### config.mk
export PLATFORM = sky130hd
export DESIGN_NAME = pipeline_ctrl
export DESIGN_NICKNAME = d
export VERILOG_FILES = /design/src/rtl/pipeline_ctrl.sv
export SDC_FILE = /design/constraint.sdc
export NUM_CORES = 1
export LEC_CHECK = 0
export ABC_AREA = 1
export CAP_MARGIN = 20
export CORE_MARGIN = 5
export CORE_UTILIZATION = 31
export CTS_CLUSTER_DIAMETER = 80
export DETAILED_ROUTE_END_ITERATION = 8
export HOLD_SLACK_MARGIN = 0.05
export PLACE_DENSITY = 0.77
export SYNTH_ARGS = -nofsm -noshare
export SYNTH_HDL_FRONTEND = slang
export SYNTH_SLANG_ARGS = --single-unit
### constraint.sdc
create_clock -name clk -period 1.1 [get_ports clk]
set_clock_uncertainty 0.05 [all_clocks]
set_input_delay 0.165 -clock clk [delete_from_list [all_inputs] [get_ports clk]]
set_output_delay 0.165 -clock clk [all_outputs]
set_load 0.01 [all_outputs]
### src/rtl/pipeline_ctrl.sv
// pipeline_ctrl: sequencing controller for the 5-stage IF/ID/EXE/MEM/WB pipeline.
// Owns the per-stage valid bits and produces the allow-in / latch-enable
// handshakes. It stalls ID on a load-use hazard and flushes IF/ID/EXE when a
// taken branch leaves EXE.
//
// Optional feature: define PIPELINE_CTRL_PERF_EN to add the perf_stall_cnt and
// perf_flush_cnt performance counters.
//
// Ports:
//   clk, reset                  clock, asynchronous active-high reset
//   if_ready                    instruction for the current IF PC is available
//   id_rs, id_rt                source registers of the ID instruction
//   id_rs_used, id_rt_used      ID instruction actually reads rs / rt
//   exe_dest                    destination register of the EXE instruction (0 = none)
//   exe_is_load                 EXE instruction is a load
//   exe_busy                    multicycle EXE unit not finished
//   exe_br_taken                EXE instruction is a taken branch/jump
//   mem_ready                   data memory access complete
//   if_to_id_en .. mem_to_wb_en latch enables of the downstream stage registers
//   pc_en, pc_redirect          PC load enable, select branch target
//   stage_valid                 {WB,MEM,EXE,ID,IF} valid bits
//   id_stall                    ID held by a load-use hazard
//   perf_stall_cnt/flush_cnt    (PIPELINE_CTRL_PERF_EN only) event counters
module pipeline_ctrl #(
    parameter int unsigned REG_W = 5
) (
    input  logic             clk,
    input  logic             reset,
    input  logic             if_ready,
    input  logic [REG_W-1:0] id_rs,
    input  logic [REG_W-1:0] id_rt,
    input  logic             id_rs_used,
    input  logic             id_rt_used,
    input  logic [REG_W-1:0] exe_dest,
    input  logic             exe_is_load,
    input  logic             exe_busy,
    input  logic             exe_br_taken,
    input  logic             mem_ready,
    output logic             if_to_id_en,
    output logic             id_to_exe_en,
    output logic             exe_to_mem_en,
    output logic             mem_to_wb_en,
    output logic             pc_en,
    output logic             pc_redirect,
    output logic [4:0]       stage_valid,
    output logic             id_stall
`ifdef PIPELINE_CTRL_PERF_EN
    ,
    output logic [31:0]      perf_stall_cnt,
    output logic [31:0]      perf_flush_cnt
`endif
);

    logic valid_if, valid_id, valid_exe, valid_mem, valid_wb;
    logic hazard;
    logic rs_hit, rt_hit;
    logic allowin_if, allowin_id, allowin_exe, allowin_mem;
    logic move_if, move_id, move_exe, move_mem;
    logic flush;

    // Load-use detection; register 0 is never a real dependency.
    assign rs_hit = id_rs_used && (id_rs == exe_dest);
    assign rt_hit = id_rt_used && (id_rt == exe_dest);
    assign hazard = valid_id && valid_exe && exe_is_load && (exe_dest != '0)
                    && (rs_hit || rt_hit);

    // Allow-in chain: a stall anywhere propagates upstream in the same cycle.
    assign allowin_mem = !valid_mem || mem_ready;
    assign allowin_exe = !valid_exe || (!exe_busy && allowin_mem);
    assign allowin_id  = !valid_id  || (!hazard && allowin_exe);
    assign allowin_if  = !valid_if  || (if_ready && allowin_id);

    assign move_if  = valid_if  && if_ready   && allowin_id;
    assign move_id  = valid_id  && !hazard    && allowin_exe;
    assign move_exe = valid_exe && !exe_busy  && allowin_mem;
    assign move_mem = valid_mem && mem_ready;

    // A branch is resolved only on the cycle it actually leaves EXE.
    assign flush = move_exe && exe_br_taken;

    // Handshakes are combinational but forced low while reset is asserted.
    assign if_to_id_en   = !reset && move_if;
    assign id_to_exe_en  = !reset && move_id;
    assign exe_to_mem_en = !reset && move_exe;
    assign mem_to_wb_en  = !reset && move_mem;
    assign pc_en         = !reset && (allowin_if || flush);
    assign pc_redirect   = !reset && flush;
    assign id_stall      = !reset && hazard;

    assign stage_valid = {valid_wb, valid_mem, valid_exe, valid_id, valid_if};

    // Stage valid bits; flush overrides the normal IF/ID/EXE updates.
    always_ff @(posedge clk or posedge reset) begin
        if (reset) begin
            valid_if  <= 1'b0;
            valid_id  <= 1'b0;
            valid_exe <= 1'b0;
            valid_mem <= 1'b0;
            valid_wb  <= 1'b0;
        end else begin
            if (flush) begin
                valid_if  <= 1'b1;
                valid_id  <= 1'b0;
                valid_exe <= 1'b0;
            end else begin
                if (allowin_if)  valid_if  <= 1'b1;
                if (allowin_id)  valid_id  <= valid_if && if_ready;
                if (allowin_exe) valid_exe <= valid_id && !hazard;
            end
            if (allowin_mem) valid_mem <= valid_exe && !exe_busy;
            valid_wb <= valid_mem && mem_ready;
        end
    end

`ifdef PIPELINE_CTRL_PERF_EN
    logic stall_evt;
    assign stall_evt = hazard || (exe_busy && valid_exe);

    // Free-running event counters, wrapping modulo 2^32.
    always_ff @(posedge clk or posedge reset) begin
        if (reset) begin
            perf_stall_cnt <= 32'd0;
            perf_flush_cnt <= 32'd0;
        end else begin
            if (stall_evt) perf_stall_cnt <= perf_stall_cnt + 32'd1;
            if (flush)     perf_flush_cnt <= perf_flush_cnt + 32'd1;
        end
    end
`endif

endmodule

### Yosys cells after proc, flatten, opt, wreduce, memory -nomap -nowiden

Cells that the tools add are included.

| word-level totals | value |
|---|---|
| output and inout bits | 12 |
| memories kept | 0 |
| bits in latches | 0 |
| register bits after elaboration | 5 |
| RAM bits | 0 |
| word-level logic and storage cells | 54 |
| ROM bits | 0 |

| operators by class | value |
|---|---|
| mux-type cells | 6 |
| multipliers | 0 |
| shift-type cells | 0 |
| $add $sub $neg | 0 |
| equality and inequality tests | 2 |
| bitwise operators | 0 |
| reduce and logical (&&, ||, !) cells | 41 |
| order comparisons | 0 |
| div/mod/pow operators | 0 |

Operator list:

| operator | number |
|---|---|
| $logic_and A1 B1 Y1 | 24 |
| $eq A5 B5 Y1 | 2 |
| $logic_not A1 Y1 | 7 |
| $logic_or A1 B1 Y1 | 6 |
| $mux W1 | 6 |
| $reduce_bool A2 Y1 | 3 |
| $reduce_bool A5 Y1 | 1 |

### Longest topological paths before layout

| depth | value |
|---|---|
| depth after elaboration | 11 |
| gate-level depth with buffers | 11 |

### Least setup slack after synthesis

OpenSTA, ideal clock, no wires.

| path | value |
|---|---|
| kind | register to output |
| start | register valid_mem |
| end | output pc_en |
| buffers on the path | 0 |
| cell stages (with the launch flop) | 8 |
| arrival | 1005 ps |
| path slack | -120 ps |
| cell sequence | dfrtp_1 -> nand2_1 -> nand2_1 -> nor2_1 -> nand2_1 -> nand2_1 -> inv_1 -> a21oi_1 |

| on the way | value |
|---|---|
| word-level cells in the longest chain between the ends | 10 |

RTL lines:

| what | RTL line | source |
|---|---|---|
| start: declaration | 54 | `logic valid_if, valid_id, valid_exe, valid_mem, valid_wb;` |
| start signal: assignment | 110 | `if (allowin_mem) valid_mem <= valid_exe && !exe_busy;` |
| $logic_not A1 Y1 (*) | 68 | `assign allowin_mem = !valid_mem \|\| mem_ready;` |
| $logic_or A1 B1 Y1 (*) | 68 |  |
| $logic_and A1 B1 Y1 | 69 | `assign allowin_exe = !valid_exe \|\| (!exe_busy && allowin_mem);` |
| $logic_or A1 B1 Y1 | 69 |  |
| $logic_and A1 B1 Y1 | 70 | `assign allowin_id = !valid_id \|\| (!hazard && allowin_exe);` |
| $logic_or A1 B1 Y1 | 70 |  |
| $logic_and A1 B1 Y1 | 71 | `assign allowin_if = !valid_if \|\| (if_ready && allowin_id);` |
| $logic_or A1 B1 Y1 | 71 |  |
| $logic_or A1 B1 Y1 (*) | 86 | `assign pc_en = !reset && (allowin_if \|\| flush);` |
| $logic_and A1 B1 Y1 (*) | 86 |  |
| end: declaration | 43 | `output logic pc_en,` |

Mark *: on every way between the ends. The rest lies on a longest branch, timed or not.

### Worst setup path in the final report

Ends and elaborated chain as after synthesis.

==> impl_metrics.ini <==
[power_and_ir_drop]
vdd_drop_max_uv = 592
p_leak_uw = 0.000627
power_density_nw_per_um2 = 1070
power.total_uw = 1090

[critical_path]
startpoint_type = register
r2r-start = valid_mem
worst-setup-path-type = register to output port
crit_fanout = 3
end_kind = output port
cp.arrival_ns = 1.39
crit_path_start = valid_mem
endpoint = pc_en
cp.required_ns = 0.88
regToRegEndpoint = valid_exe
r2r_setup_slack_ns = -0.11
ff2ff_path_depth = 7

[timing]
tns_ns = -3.11
hold_violations = 0
setup_ws_ns = -0.509
finalMaxSlewViolations = 0
period_needed_ns = 1.61
fin_crit_sh = 1.46
finalSetupViolCount = 12
fmax_ghz = 0.622
rsz0062_at_grt = yes
hold_slack_ns = 0.171

[logic_synthesis]
synth.most_common_cell = nand2_1
synthTopCellsByArea = nand2_1 (27%), dfrtp_1 (24%), inv_1 (16%)
synth_largest_area_cell = nand2_1
synthFlopType = dfrtp_1
synth_common_cells = nand2_1 (38), inv_1 (22), nor2_1 (15)
syn_avg_cell_area_um2 = 5.29
synth_seq_cells = 5
postSynthNetCount = 124
syn_area_um2 = 529
syn_inst = 100
synth_edf_count = 0
yosysWarnings = 0
synth_seq_area_share = 0.236
synthArstFlopShare = 1.00
ys_types = 14
yosysTopAreaCellShare = 0.270

[drt]
dr.pass1.iters = 4
drt_iter0_drc = 5
ant_nets = 0
drc = 0
totalWireLength_mm = 1.83
wl_per_cell_um = 11.1
vias_per_cell = 4.52
via_count = 745

[outcome]
status = finished with violations
violations = negative setup slack

[place]
hpwl_mm = 1.24
place.gp.congestion = 0.753
pre_cts_slack_ns = -1.10
port_buffers = 35

[clocking]
cts_buffers = 3
clk_pin_slew_worst_paths_ns = 0.05
cts_max_level = 1
clk_latency_ns = 0.25
cts_tree = built
postCtsHoldBufs = 0
clock-sinks = 5
cts_buffer_depth = 2
root_buffer = clkbuf_4

[finish]
antenna_cells = 0
syn2layout_area_growth_pct = 91.3
drive_above_1_share = 0.439
nNetsFinal = 173

[global_routing]
grt_use_total = 0.133
antenna_found_initial = 0
grt_max_degree = 6
grt_overflow = 0
grt_pass1_vias = 703
grt_pass1_wl_mm = 2.71

[run]
timing.max_cap.violations = 0

[floorplan]
fp.dieH_um = 51.3
start_util = 0.317
num_rows = 15
die_x_um = 51.3
dieArea_um2 = 2630
ios = 36
fp.coreArea_um2 = 1670

[min_path]
min_path_type = input pin to asynchronous set/reset pin
==> cell usage in the layout (no fill, tap or decap) <==
cell / Yosys / routed
a21oi_2: 0 / 2
buf_2: 0 / 10
buf_4: 5 / 9
buf_6: 0 / 9
clkbuf_1: 1 / 1
clkbuf_2: 0 / 5
clkbuf_4: 0 / 3
clkdlybuf4s15_1: 0 / 3
clkdlybuf4s50_1: 0 / 4
conb_1: 1 / 1
dfrtp_1: 5 / 4
dfrtp_2: 0 / 1
dlygate4sd2_1: 0 / 10
inv_1: 22 / 16
inv_2: 1 / 4
inv_4: 0 / 3
nand2_1: 38 / 28
nand2_2: 3 / 11
nand2_4: 0 / 2
nand3_1: 3 / 3
nand4_1: 2 / 2
nor2_1: 15 / 10
nor2_2: 0 / 4
nor2_4: 0 / 1
nor3b_4: 0 / 1
o21ai_1: 0 / 1
==> how the worst min path moves through the flow <==
stage | slack, ns | from | to | cells after the start
finish | 0.17 | reset | valid_id | 3
global route | 0.19 | reset | valid_id | 3
global placement | 0.53 | valid_mem | valid_wb | 3
CTS | 0.17 | reset | valid_if | 3
detailed placement | 0.55 | valid_mem | valid_wb | 3
floorplan | 0.13 | reset | valid_exe | 2
==> flip-flops by register name (all words and copies together) (netlist names) <==
name	flops
valid_if	1
valid_id	1
valid_wb	1
valid_mem	1
valid_exe	1
==> metal layers <==
metal  vias up  part of all wire  global-route usage  routed length (um)
met5         -                 0                   0                   0
met1       331              0.34               0.135                 626
met3         6             0.097              0.0641                 177
li1        378                 -                   -                   -
met2        30              0.53               0.240                 977
met4         0             0.028              0.0393                  51
==> layout make-up <==
cell class / count / area [um2]
Clock buffer: 4 / 26.3
Multi-Input combinational cell: 66 / 343
Inverter: 23 / 93.8
Fill cell: 163 / 658
Timing Repair Buffer: 50 / 402
Sequential cell: 5 / 126
Tap cell: 17 / 21.3
==> critical path: stages (launching register included) <==
cell and delay [ns]:
dfrtp_1 0.40, nand2_2 0.11, nand2_4 0.07, nand2_2 0.09
nand2_2 0.06, nand2_2 0.09, nand2_2 0.06, a21oi_2 0.12
buf_2 0.14
==> metrics by stage <==
step | cells | area [um2] | util
after global routing | 165 | 1010 | 0.606
after CTS | 160 | 947 | 0.567
after global placement | 153 | 922 | 0.552
final | 165 | 1010 | 0.606
after floorplan | 100 | 539 | -
after detailed placement | 153 | 922 | 0.552
==> power by group <==
| group | switching (uW) | internal (uW) | total, uW |
|---|---|---|---|
| clock | 91.9 | 138 | 230 |
| sequential | 27.2 | 221 | 248 |
| combinational | 272 | 335 | 608 |
| total | 391 | 695 | 1090 |
==> timing repair <==
item,CTS,global route
gates resized for setup,83,39
buffers inserted,4,7
pin swaps,16,10
hold endpoints to repair,0,0
endpoints found under the setup margin,14,15
==> kinds of logic (layout without fill, tap and decap cells) <==
group,count (synthesis),after routing,share of synthesized area
other,1,1,0.00709
buffers and inverters,29,77,0.241
flip-flops,5,5,0.236
AND/OR/NAND/NOR,62,62,0.487
AO/OA/AOI/OAI,3,3,0.0284
(Power assumes the default switching activity.)
